### src/rtl/ucode_mul_seq_if.sv
// ucode_mul_seq_if -- handshake/bus bundle for the multiply micro-op sequencer.
//   master : issues start requests with fields and accepts micro-ops (uop_ready)
//   slave  : the sequencer; returns start_ready, micro-op stream, busy/done/err
// Signals:
//   start, start_ready, dest_reg, source_reg, immediate, start_signed
//   uop_valid, uop_ready, uop_kind, uop_dest, uop_src, uop_shamt
//   busy, done, err
interface ucode_mul_seq_if #(
  parameter int REG_W = 4,
  parameter int IMM_W = 16
);
  localparam int SHAMT_W = $clog2(IMM_W);

  logic               start;
  logic               start_ready;
  logic [REG_W-1:0]   dest_reg;
  logic [REG_W-1:0]   source_reg;
  logic [IMM_W-1:0]   immediate;
  logic               start_signed;
  logic               uop_valid;
  logic               uop_ready;
  logic [2:0]         uop_kind;
  logic [REG_W-1:0]   uop_dest;
  logic [REG_W-1:0]   uop_src;
  logic [SHAMT_W-1:0] uop_shamt;
  logic               busy;
  logic               done;
  logic               err;

  modport master (
    output start, dest_reg, source_reg, immediate, start_signed, uop_ready,
    input  start_ready, uop_valid, uop_kind, uop_dest, uop_src, uop_shamt,
           busy, done, err
  );

  modport slave (
    input  start, dest_reg, source_reg, immediate, start_signed, uop_ready,
    output start_ready, uop_valid, uop_kind, uop_dest, uop_src, uop_shamt,
           busy, done, err
  );
endinterface

### src/rtl/ucode_mul_seq.sv
// ucode_mul_seq -- expands a multiply-by-immediate macro-op into a stream of
// micro-ops: COPY scratch<-src, CLR dest, one ADDSHL per set multiplier bit
// (lowest bit first), and optionally a trailing NEG.
// Ports:
//   clk  : core clock, rising edge
//   rst  : asynchronous active-high reset
//   bus  : ucode_mul_seq_if.slave (start request, micro-op stream, status)
// Optional feature macro: UCODE_NEG_EN -- signed immediates; a negative
//   multiplier is expanded by its magnitude followed by a NEG of dest.
module ucode_mul_seq #(
  parameter int REG_W       = 4,
  parameter int IMM_W       = 16,
  parameter int SCRATCH_REG = 15
) (
  input logic            clk,
  input logic            rst,
  ucode_mul_seq_if.slave bus
);
  localparam int SHAMT_W = $clog2(IMM_W);
  localparam logic [REG_W-1:0] SCR = REG_W'(SCRATCH_REG);

  localparam logic [2:0] K_COPY = 3'd1;
  localparam logic [2:0] K_CLR  = 3'd2;
  localparam logic [2:0] K_ADD  = 3'd3;
  localparam logic [2:0] K_NEG  = 3'd4;

  typedef enum logic [2:0] {IDLE, COPY, CLR, ADD, NEG} state_t;

  typedef struct packed {
    logic               valid;
    logic [2:0]         kind;
    logic [REG_W-1:0]   dest;
    logic [REG_W-1:0]   src;
    logic [SHAMT_W-1:0] shamt;
  } uop_t;

  localparam uop_t UOP_NONE = '0;

  // Index of the lowest set bit; 0 when v == 0 (never used in that case).
  function automatic logic [SHAMT_W-1:0] low_bit(input logic [IMM_W-1:0] v);
    low_bit = '0;
    for (int i = IMM_W-1; i >= 0; i--)
      if (v[i]) low_bit = SHAMT_W'(i);
  endfunction

  function automatic uop_t mk(input logic [2:0] k, input logic [REG_W-1:0] d,
                              input logic [REG_W-1:0] s,
                              input logic [SHAMT_W-1:0] sh);
    mk = '{valid: 1'b1, kind: k, dest: d, src: s, shamt: sh};
  endfunction

  state_t           state_q;
  logic [REG_W-1:0] dest_q;
  logic [IMM_W-1:0] rem_q;
  logic             neg_q;
  uop_t             uop_q;
  logic             done_q;
  logic             err_q;

  logic             hs;
  logic             reject;
  logic [IMM_W-1:0] rem_d;
  logic [IMM_W-1:0] cap_mag;
  logic             cap_neg;

`ifdef UCODE_NEG_EN
  assign cap_neg = bus.start_signed & bus.immediate[IMM_W-1];
  assign cap_mag = cap_neg ? ({IMM_W{1'b0}} - bus.immediate) : bus.immediate;
`else
  logic unused_signed;
  assign unused_signed = bus.start_signed;
  assign cap_neg = 1'b0;
  assign cap_mag = bus.immediate;
`endif

  assign hs     = uop_q.valid & bus.uop_ready;
  assign reject = (bus.dest_reg == SCR) || (bus.source_reg == SCR);
  // Remaining magnitude with its lowest set bit cleared.
  assign rem_d  = rem_q & (rem_q - {{(IMM_W-1){1'b0}}, 1'b1});

  always_ff @(posedge clk or posedge rst) begin
    if (rst) begin
      state_q <= IDLE;
      dest_q  <= '0;
      rem_q   <= '0;
      neg_q   <= 1'b0;
      uop_q   <= UOP_NONE;
      done_q  <= 1'b0;
      err_q   <= 1'b0;
    end else begin
      done_q <= 1'b0;
      err_q  <= 1'b0;
      case (state_q)
        IDLE: begin
          if (bus.start) begin
            if (reject) begin
              err_q <= 1'b1;
            end else begin
              dest_q  <= bus.dest_reg;
              rem_q   <= cap_mag;
              neg_q   <= cap_neg;
              state_q <= COPY;
              uop_q   <= mk(K_COPY, SCR, bus.source_reg, '0);
            end
          end
        end
        COPY: if (hs) begin
          state_q <= CLR;
          uop_q   <= mk(K_CLR, dest_q, '0, '0);
        end
        CLR: if (hs) begin
          if (rem_q != '0) begin
            state_q <= ADD;
            uop_q   <= mk(K_ADD, dest_q, SCR, low_bit(rem_q));
          end else begin
            state_q <= IDLE;
            uop_q   <= UOP_NONE;
            done_q  <= 1'b1;
          end
        end
        ADD: if (hs) begin
          rem_q <= rem_d;
          if (rem_d != '0) begin
            uop_q <= mk(K_ADD, dest_q, SCR, low_bit(rem_d));
          end else if (neg_q) begin
            state_q <= NEG;
            uop_q   <= mk(K_NEG, dest_q, '0, '0);
          end else begin
            state_q <= IDLE;
            uop_q   <= UOP_NONE;
            done_q  <= 1'b1;
          end
        end
        NEG: if (hs) begin
          state_q <= IDLE;
          uop_q   <= UOP_NONE;
          done_q  <= 1'b1;
        end
        default: begin
          state_q <= IDLE;
          uop_q   <= UOP_NONE;
        end
      endcase
    end
  end

  assign bus.start_ready = (state_q == IDLE);
  assign bus.busy        = (state_q != IDLE);
  assign bus.uop_valid   = uop_q.valid;
  assign bus.uop_kind    = uop_q.kind;
  assign bus.uop_dest    = uop_q.dest;
  assign bus.uop_src     = uop_q.src;
  assign bus.uop_shamt   = uop_q.shamt;
  assign bus.done        = done_q;
  assign bus.err         = err_q;
endmodule

### src/flat_wrapper.sv
// flat-port wrapper written by rule: the top's interface ports become plain ports
module ucode_mul_seq_flat 
#(
  parameter int REG_W       = 4,
  parameter int IMM_W       = 16,
  parameter int SCRATCH_REG = 15
)
  (clk, rst, bus_start, bus_dest_reg, bus_source_reg, bus_immediate, bus_start_signed, bus_uop_ready, bus_start_ready, bus_uop_valid, bus_uop_kind, bus_uop_dest, bus_uop_src, bus_uop_shamt, bus_busy, bus_done, bus_err);
  ucode_mul_seq_if #(.REG_W(REG_W), .IMM_W(IMM_W)) bus_i ();
  input logic clk;
  input logic rst;
  input wire logic [$bits(bus_i.start)-1:0] bus_start;
  input wire logic [$bits(bus_i.dest_reg)-1:0] bus_dest_reg;
  input wire logic [$bits(bus_i.source_reg)-1:0] bus_source_reg;
  input wire logic [$bits(bus_i.immediate)-1:0] bus_immediate;
  input wire logic [$bits(bus_i.start_signed)-1:0] bus_start_signed;
  input wire logic [$bits(bus_i.uop_ready)-1:0] bus_uop_ready;
  output wire logic [$bits(bus_i.start_ready)-1:0] bus_start_ready;
  output wire logic [$bits(bus_i.uop_valid)-1:0] bus_uop_valid;
  output wire logic [$bits(bus_i.uop_kind)-1:0] bus_uop_kind;
  output wire logic [$bits(bus_i.uop_dest)-1:0] bus_uop_dest;
  output wire logic [$bits(bus_i.uop_src)-1:0] bus_uop_src;
  output wire logic [$bits(bus_i.uop_shamt)-1:0] bus_uop_shamt;
  output wire logic [$bits(bus_i.busy)-1:0] bus_busy;
  output wire logic [$bits(bus_i.done)-1:0] bus_done;
  output wire logic [$bits(bus_i.err)-1:0] bus_err;
  assign bus_i.start = bus_start;
  assign bus_i.dest_reg = bus_dest_reg;
  assign bus_i.source_reg = bus_source_reg;
  assign bus_i.immediate = bus_immediate;
  assign bus_i.start_signed = bus_start_signed;
  assign bus_i.uop_ready = bus_uop_ready;
  assign bus_start_ready = bus_i.start_ready;
  assign bus_uop_valid = bus_i.uop_valid;
  assign bus_uop_kind = bus_i.uop_kind;
  assign bus_uop_dest = bus_i.uop_dest;
  assign bus_uop_src = bus_i.uop_src;
  assign bus_uop_shamt = bus_i.uop_shamt;
  assign bus_busy = bus_i.busy;
  assign bus_done = bus_i.done;
  assign bus_err = bus_i.err;
  ucode_mul_seq #(.REG_W(REG_W), .IMM_W(IMM_W), .SCRATCH_REG(SCRATCH_REG)) u_core (.clk(clk), .rst(rst), .bus(bus_i));
endmodule
### config.mk
export PLATFORM = sky130hd
export DESIGN_NAME = ucode_mul_seq_flat
export DESIGN_NICKNAME = d
export VERILOG_FILES = /design/src/rtl/ucode_mul_seq_if.sv /design/src/rtl/ucode_mul_seq.sv /design/src/flat_wrapper.sv
export SDC_FILE = /design/constraint.sdc
export NUM_CORES = 1
export LEC_CHECK = 0
export CAP_MARGIN = 20
export CORE_MARGIN = 8
export CORE_UTILIZATION = 30
export CTS_BUF_LIST = sky130_fd_sc_hd__clkbuf_16
export DETAILED_ROUTE_END_ITERATION = 12
export GPL_ROUTABILITY_DRIVEN = 1
export GPL_TIMING_DRIVEN = 0
export PLACE_DENSITY_LB_ADDON = 0.15
export SLEW_MARGIN = 20
export SYNTH_ARGS = -nofsm -noshare
export SYNTH_HDL_FRONTEND = slang
export SYNTH_SLANG_ARGS = --single-unit
### constraint.sdc
create_clock -name clk -period 7 [get_ports clk]
set_input_delay 1.4 -clock clk [delete_from_list [all_inputs] [get_ports clk]]
set_output_delay 1.4 -clock clk [all_outputs]
set_load 0.01 [all_outputs]
Word level (Yosys, flattened, before mapping)
Index checks and enable logic that the tools add are counted.
{"block": "totals", "reg_bits": 41, "inputBits": 29}
{"block": "op_classes", "n_addsub": 1, "n_eq_ne": 13, "n_reduce_logical": 10, "muxes": 63, "bitwise": 3}
{"cell": "$mux W16", "count": 11}
{"cell": "$mux W4", "count": 32}
{"cell": "$pmux W16 S5", "count": 1}
{"cell": "$pmux W16 S2", "count": 1}
{"cell": "$reduce_bool A16 Y1", "count": 2}
{"cell": "$mux W3", "count": 7}
{"cell": "$and A16 B16 Y16", "count": 1}
{"cell": "$sub A16 B1 Y16 const B", "count": 1}
{"cell": "$pmux W3 S5", "count": 1}
{"cell": "$eq A4 B4 Y1 const B", "count": 2}
{"cell": "$mux W1", "count": 8}
{"cell": "$ne A2 B1 Y1 const B", "count": 4}
{"cell": "$reduce_and A7 Y1", "count": 1}
{"cell": "$eq A3 B2 Y1 const B", "count": 2}
{"cell": "$ne A2 B2 Y1 const B", "count": 3}
{"cell": "$reduce_and A6 Y1", "count": 1}
{"cell": "$reduce_and A4 Y1", "count": 1}
{"cell": "$eq A3 B1 Y1 const B", "count": 1}
{"cell": "$eq A3 B3 Y1 const B", "count": 1}
{"cell": "$logic_not A3 Y1", "count": 1}
{"cell": "$pmux W1 S3", "count": 1}
{"cell": "$reduce_and A3 Y1", "count": 1}
{"cell": "$reduce_bool A3 Y1", "count": 1}
{"cell": "$mux W2", "count": 1}
{"cell": "other kinds (4)", "count": 4}

Longest topological paths before layout
Gate-level depths: netlist of run 1.
{"block": "logic_depth", "ltp_word": 21, "ltp_mapped": 8}

Worst setup path before layout of run 1
Ideal clock, no wire load.
{"block": "synth_timing", "path_kind": "input port to flip-flop", "startpoint": "in bus_start", "endpoint": "reg u_core.uop_q, in the netlist u_core.bus.uop_shamt[0]", "arrival_time_ns": 2.683, "n_path_buf": 2, "slack_ns": 4.191, "required_time_ns": 6.874, "path_stages": 6, "setup_time_ns": 0.126, "path_cell_list": "nor3b_1 -> and3_1 -> clkbuf_1 -> nor2_1 -> clkbuf_1 -> a221o_1"}
{"block": "synth_via", "elab_chain_len": 2}
{"item": "start, declared", "line_no": "flat_wrapper.sv:12", "rtl": "input wire logic [$bits(bus_i.start)-1:0] bus_start;"}
{"item": "$ne A2 B2 Y1 (no source line)"}
{"item": "$reduce_and A6 Y1 (no source line)"}
{"item": "end signal, assigned", "line_no": "ucode_mul_seq.sv:103", "rtl": "uop_q <= mk(K_COPY, SCR, bus.source_reg, '0);"}
{"item": "end signal, assigned", "line_no": "ucode_mul_seq.sv:109", "rtl": "uop_q <= mk(K_CLR, dest_q, '0, '0);"}
{"item": "end signal, assigned", "line_no": "ucode_mul_seq.sv:114", "rtl": "uop_q <= mk(K_ADD, dest_q, SCR, low_bit(rem_q));"}
{"item": "end, declared", "line_no": "ucode_mul_seq.sv:56", "rtl": "uop_t uop_q;"}
Every way passes these cells.
A chain may end at the register's enable or synchronous reset.

Worst setup path after layout of run 1
{"block": "layout_timing", "startpoint": "in bus_start", "endpoint": "reg u_core.rem_q[3]"}
{"block": "layout_via", "elab_chain_len": 2}
{"item": "$ne A2 B2 Y1 (no source line)"}
{"item": "$reduce_and A4 Y1 (no source line)"}
{"item": "end signal, assigned", "line_no": "ucode_mul_seq.sv:100", "rtl": "rem_q <= cap_mag;"}
{"item": "end signal, assigned", "line_no": "ucode_mul_seq.sv:122", "rtl": "rem_q <= rem_d;"}
{"item": "end, declared", "line_no": "ucode_mul_seq.sv:54", "rtl": "logic [IMM_W-1:0] rem_q;"}
Every way passes these cells.

==> reports/results.ini, run 1 <==
[finish]
fillCellCount = 898
post-route-util_pct = 40.5
finalNonFillerCells = 450
nets = 373
postLayoutCellArea_mm2 = 0.00334
syn_to_final_growth_pct = 30.5
drive_above_1_share_pct = 11.9
multiInputGateArea_mm2 = 0.00143
seqCellArea_um2 = 976
diodes = 0

[setup_path]
cp.required_ns = 7.17
reg2reg_to = u_core.bus.uop_dest[0]
critical_path_class = in2reg
start_kind = primary input
reg2regPathDepth = 7
crit_arrival_ns = 3.65
crit_fanout = 10
rrSetupSlack_ns = 4.05
reg2reg_from = u_core.rem_q[7]
worst_setup_path_end_kind = flop

[clock_network]
clock-sinks = 39
cts-resized-gates = 0
hold_buffers = 0
cts.path.max_buffers = 2
postCtsSetupRepairBufs = 0
cts_made_buffers = 5
cts_tree = done
cts_root_buffer = clkbuf_16
cts.htree.levels = 2
clk_latency_ns = 0.29
clk_pin_slew_ns = 0.06

[power_and_ir_drop]
switching_share_pct = 45.7
p_clk_share_pct = 14.8
power_frac_comb_pct = 63.1
ir_drop_mv = 0.179
switchingPower_mw = 0.823
powerDensity_mw_per_mm2 = 539
power_frac_seq_pct = 22.1
p_leak_nw = 1.31
p_int_mw = 0.976

[synthesis]
syn-cell-area_mm2 = 0.00256
synth_top_family_by_area = compound AO/OA/AOI/OAI gates
seq_area_frac_synth_pct = 38.1
synthArstFlopShare_pct = 100
synth_cell_types = 64
synth_edf_count = 0
synthXorXnorAreaFrac_pct = 0.684
synthAdderAreaFrac_pct = 1.96
synth-seq-cells = 39
synth_warnings = 0
synth_fp_nets = 319
synth_area_per_cell_um2 = 8.83
synth-simple-area-share_pct = 21.3
yosys-mux-area-fraction_pct = 1.76
synth_compound_area_share_pct = 30.0
syn_inst = 290
synth_ff_type = dfrtp_1

[sta]
maxSlewViolCount = 0
slew_headroom_pct = 47.1
setup_viol = 0
setup_tns_ns = 0
rsz0062_at_grt = no
timing.fmax_mhz = 288
hold_viol_final = 0
final.period_utilization_pct = 49.6
period_minus_slack_ns = 3.47
finalClockSkew_ns = 0.00690
worst_slew_pin_slew_ns = 0.786

[route]
dr.pass1.iters = 4
ant_nets = 0
dr_total_vias = 2499
vias_per_cell = 5.55
finalWirelength_mm = 8.08
drc = 0
routedWlPerCell_um = 18.0
drt_iter0_markers = 152

[place]
dp.cells = 442
dpl_cell_area_mm2 = 0.00317
portBuffers = 46
dp_hpwl_mm = 5.95
place_congestion = 0.852

[die]
die_area_mm2 = 0.0117
die_y_um = 108
rows = 33
die_w_um = 108
core_area_mm2 = 0.00826
start_util_pct = 31.0
ioPinCount = 49

[worst_hold_path]
min_from = u_core.bus.uop_kind[0]
min_to = u_core.bus.uop_kind[0]
hp-class = reg2reg
hold_path_depth = 2

[global_route]
grt_pass1_vias = 2662
grt.total_usage_pct = 14.6
grt-ovfl-total = 0
grt_max_degree = 32
antenna_found_initial = 0
grt_pass1_wl_mm = 13.8

[flow_run]
maxCapViolCount = 0

[run_status]
status = finished, final reports clean

-- per-layer routing --
layer | GRT usage (%) | wire length, µm | part of all wire (%) | up-vias
li1 | - | - | - | 1185
met1 | 19.7 | 3900 | 48 | 1227
met2 | 22.5 | 3610 | 45 | 72
met3 | 3.51 | 447 | 5.5 | 15
met4 | 4.11 | 131 | 1.6 | 0
met5 | 0 | 0 | 0 | -
-- synth_stat cells, drive strengths merged, types with 4 or more instances --
cell type,number,area (µm²)
nor2,21,78.8
mux2,4,45.0
o211ai,5,37.5
nor3,4,31.3
a31o,4,35.0
a211o,5,46.3
nor4,5,52.6
buf,4,35.0
maj3,5,50.1
clkbuf,23,86.3
a21oi,15,75.1
a31oi,5,31.3
nand3,13,70.1
o31ai,5,37.5
dfrtp,39,976
o21ai,24,124
or2,6,37.5
nand2,25,93.8
a21boi,4,33.8
inv,9,33.8
a22o,13,114
and2,5,31.3
nor2b,6,37.5
-- stage by stage --
step | worst slack, ns | power (mW) | hold WS [ns]
2_1_floorplan | 4.19 | 1.18 | 0.501
3_3_place_gp | 3.29 | 1.52 | 0.490
3_5_place_dp | 3.28 | 1.53 | 0.481
4_1_cts | 3.57 | 1.81 | 0.502
5_1_grt | 3.38 | 1.96 | 0.536
6_report | 3.53 | 1.80 | 0.500
-- registers in the layout, summed over array words and instances, names as in the netlist --
signal and count:
u_core.bus.uop_valid 1, u_core.bus.uop_src 4, u_core.rem_q 16, u_core.bus.err 1, u_core.bus.uop_shamt 4, u_core.dest_q 4
u_core.bus.uop_dest 4, u_core.bus.done 1, u_core.state_q 2, u_core.bus.uop_kind 2
-- power by group through the flow --
stage               Sequential [mW]  Combinational (mW)  Clock, mW
finish                        0.399                1.13      0.266
global placement              0.401                1.12          0
floorplan                     0.406               0.774          0
global route                  0.415                1.26      0.282
CTS                           0.400                1.14      0.270
detailed placement            0.401                1.13          0
-- logic make-up after synthesis --
group	after synthesis
AO/OA/AOI/OAI	103
XOR/XNOR	2
adder cells (fa/ha/maj)	5
buffers and inverters	36
flip-flops	39
multiplexers	4
other	1
AND/OR/NAND/NOR	100
-- cells in the final DEF, fill, tap and decap left out, types with 6 or more instances in the layout --
cell / synthesis / routed
or2_2: 6 / 6
clkdlybuf4s50_1: 0 / 46
a21oi_1: 15 / 15
a22o_1: 13 / 13
clkbuf_1: 23 / 23
dfrtp_1: 39 / 39
nand3_1: 12 / 12
inv_1: 9 / 8
nor2b_1: 6 / 6
nand2_1: 25 / 25
nor2_1: 21 / 21
o21ai_0: 23 / 23
-- cell type report --
| cell class | instances | share of cell area, % |
|---|---|---|
| Buffer | 27 | 3.63 |
| Clock buffer | 5 | 3.75 |
| Clock inverter | 3 | 1.31 |
| Inverter | 9 | 1.01 |
| Multi-Input combinational cell | 215 | 42.8 |
| Sequential cell | 39 | 29.2 |
| Tap cell | 105 | 3.93 |
| Timing Repair Buffer | 47 | 14.4 |
-- critical path, cell delays in order --
cell,delay [ns]
clkdlybuf4s50_1,0.46
nor3b_1,0.21
and3_1,0.23
or2_2,0.12
clkbuf_1,0.40
clkbuf_1,0.42
o21ai_0,0.19
a22o_1,0.21
-- worst max path at each step --
| stage | depth (start not counted) | to | slack, ns | from |
|---|---|---|---|---|
| floorplan | 6 | u_core.bus.uop_shamt[0] | 4.19 | bus_start |
| global placement | 8 | u_core.rem_q[3] | 3.29 | bus_start |
| detailed placement | 8 | u_core.rem_q[3] | 3.28 | bus_start |
| CTS | 8 | u_core.rem_q[3] | 3.57 | bus_start |
| global route | 8 | u_core.rem_q[2] | 3.38 | bus_start |
| finish | 8 | u_core.rem_q[3] | 3.53 | bus_start |
Note: power is estimated with default switching activity, not from simulation.
==> run 2: changes to the inputs <==
==> constraint.sdc (replaced) <==
create_clock -name clk -period 2.9 [get_ports clk]
set_input_delay 0.58 -clock clk [delete_from_list [all_inputs] [get_ports clk]]
set_output_delay 0.58 -clock clk [all_outputs]
set_load 0.01 [all_outputs]
==> run 2 against run 1 <==
Sequential power increased by 150%. Die area unchanged. Via count is the same. Critical endpoint is now u_core.bus.uop_dest[0]. Highest routed layer unchanged. Sequential share of layout area decreased by 0.26 points. Clock power increased by 140%. Sequential cell count is the same.
==> reports/results.ini, run 2 (synthesized netlist as in run 1, its figures left out) <==
[power_and_ir_drop]
ir_drop_mv = 0.433  ; +140%
switchingPower_mw = 2.02  ; +140%
p_clk_share_pct = 14.5  ; -0.3 points
p_int_mw = 2.41  ; +150%
powerDensity_mw_per_mm2 = 1310  ; +140%
p_leak_nw = 1.32  ; +0.97%
power_frac_comb_pct = 63.1  ; about the same
power_frac_seq_pct = 22.4  ; +0.3 points
switching_share_pct = 45.5  ; -0.19 points

[global_route]
grt_max_degree = 32  ; unchanged
antenna_found_initial = 0  ; unchanged
grt_pass1_wl_mm = 13.9  ; +0.75%
grt_pass1_vias = 2648  ; -0.53%
grt-ovfl-total = 0  ; unchanged
grt.total_usage_pct = 14.7  ; +0.14 points

[sta]
rsz0062_at_grt = no
maxSlewViolCount = 0  ; unchanged
worst_slew_pin_slew_ns = 0.734  ; -0.0522 ns
finalClockSkew_ns = 0.00772  ; +0.000814 ns
slew_headroom_pct = 50.6  ; +3.5 points
final.period_utilization_pct = 94.2
timing.fmax_mhz = 366
period_minus_slack_ns = 2.73
setup_viol = 0  ; unchanged
whs_ns = 0.500  ; +0.0000740 ns
setup_ws_ns = 0.167  ; -3.36 ns
hold_viol_final = 0  ; unchanged

[clock_network]
hold_buffers = 0  ; unchanged
cts_root_buffer = clkbuf_16
clk_pin_slew_ns = 0.06  ; about the same
cts.htree.levels = 2  ; unchanged
cts.path.max_buffers = 2  ; unchanged
clock-sinks = 39  ; unchanged
cts_made_buffers = 5  ; unchanged
cts_tree = done
clk_latency_ns = 0.29  ; about the same

[setup_path]
crit_arrival_ns = 2.91  ; -0.74 ns
cp-endpoint = u_core.bus.uop_dest[0]
critical_path_class = reg2reg
rrSetupSlack_ns = 0.17  ; -3.88 ns
cpMaxStageDelayCell = a2111o_1
cp.required_ns = 3.08  ; -4.09 ns
reg2reg_to = u_core.bus.uop_dest[0]
reg2regPathDepth = 7  ; unchanged
crit_fanout = 10  ; unchanged
cpPeakStageDelay_ns = 0.52  ; +0.06 ns
cp-startpoint = u_core.rem_q[7]
worst_setup_path_end_kind = flop
crit_chain = clkbuf_1 > nor4_4 > nand2_1 > a2111o_1 > a211oi_4 > nand3_2 > a31o_2
start_kind = flop
reg2reg_from = u_core.rem_q[7]

[route]
dr_total_vias = 2499  ; unchanged
finalWirelength_mm = 8.16  ; +0.90%
dr.pass1.iters = 6  ; +2
drt_iter0_markers = 159  ; +4.6%
routedWlPerCell_um = 18.1  ; +0.68%
ant_nets = 0  ; unchanged
drc = 0  ; unchanged
vias_per_cell = 5.54  ; -0.22%

[run_status]
status = finished, final reports clean

[place]
portBuffers = 46  ; unchanged
dp_slack_ns = -0.00393  ; -3.28 ns
place_congestion = 0.852  ; unchanged
dp_hpwl_mm = 5.95  ; unchanged

[finish]
top_register = u_core.rem_q
nets = 374  ; +0.27%
drive_above_1_share_pct = 13.0  ; +1.1 points
post-route-util_pct = 40.8  ; +0.36 points
syn_to_final_growth_pct = 31.7
final_cell_mix = 46 x clkdlybuf4s50_1, 39 x dfrtp_1, 25 x nand2_1
final_common_cell = clkdlybuf4s50_1
diodes = 0  ; unchanged
largest_reg_flops = 16  ; unchanged

[worst_hold_path]
hp-class = reg2reg

[die]
ioPinCount = 49  ; unchanged
die_w_um = 108  ; unchanged
die_area_mm2 = 0.0117  ; unchanged
rows = 33  ; unchanged
core_area_mm2 = 0.00826  ; unchanged
die_y_um = 108  ; unchanged
start_util_pct = 31.0  ; unchanged

[flow_run]
maxCapViolCount = 0  ; unchanged

run 2: changes by cell type in the layout (fill, tap and decap cells not counted), sizes merged:
cell    change
buf         +2
clkbuf      -1
run 2: how the worst min path moves through the flow:
stage	from	end	slack (ns)	cells after the start
after detailed placement	u_core.bus.uop_kind[0]	u_core.bus.uop_kind[0]	0.48	2
after global routing	u_core.bus.uop_kind[0]	u_core.bus.uop_kind[0]	0.54	2
final	u_core.bus.uop_kind[0]	u_core.bus.uop_kind[0]	0.50	2
after global placement	u_core.bus.uop_kind[0]	u_core.bus.uop_kind[0]	0.49	2
after floorplan	u_core.dest_q[0]	u_core.bus.uop_dest[0]	0.50	1
after CTS	u_core.bus.uop_kind[0]	u_core.bus.uop_kind[0]	0.50	2
run 2: worst max-delay path, delay by kind of cell, from the launching register on:
kind            cells  cell delay [ns]
flops               1             0.36
buf+inv             1             0.25
compound gates      3             1.19
simple gates        3             0.82
run 2: power groups by stage:
stage          Sequential (mW)  Combinational [mW]  Clock, mW
2_1_floorplan            0.979                1.87          0
5_1_grt                   1.03                3.09      0.681
4_1_cts                  0.970                2.81      0.651
3_5_place_dp             0.967                2.72          0
6_report                 0.993                2.79      0.640
3_3_place_gp             0.967                2.71          0
run 2: what timing repair did:
item / in CTS / in global routing
setup endpoints to repair: 7 / 17
pin swaps: 1 / 0
setup buffers: 2 / 0
gates resized for setup: 1 / 2
run 2: metrics by stage:
stage	power [mW]	std cells	setup TNS, ns	area (µm²)
floorplan	2.85	290	0	2560
global placement	3.67	441	-0.228	3150
detailed placement	3.69	442	-0.00393	3170
CTS	4.43	452	0	3360
global route	4.80	451	0	3370
finish	4.43	451	0	3370
run 2: final cells by class:
class	count	area [µm²]
fill	897	4890
multi-input combinational	215	1450
timing repair buffer	49	495
buffer	26	118
inverter	9	33.8
sequential	39	976
clock buffer	5	125
clock inverter	3	43.8
tap	105	131
run 2: metal layers:
metal | part of all wire [%] | GRT usage [%] | vias to the layer above
met2 | 45 | 22.6 | 82
met5 | 0 | 0 | -
li1 | - | - | 1187
met3 | 5.9 | 3.51 | 13
met4 | 1.6 | 4.11 | 0
met1 | 48 | 20.0 | 1217
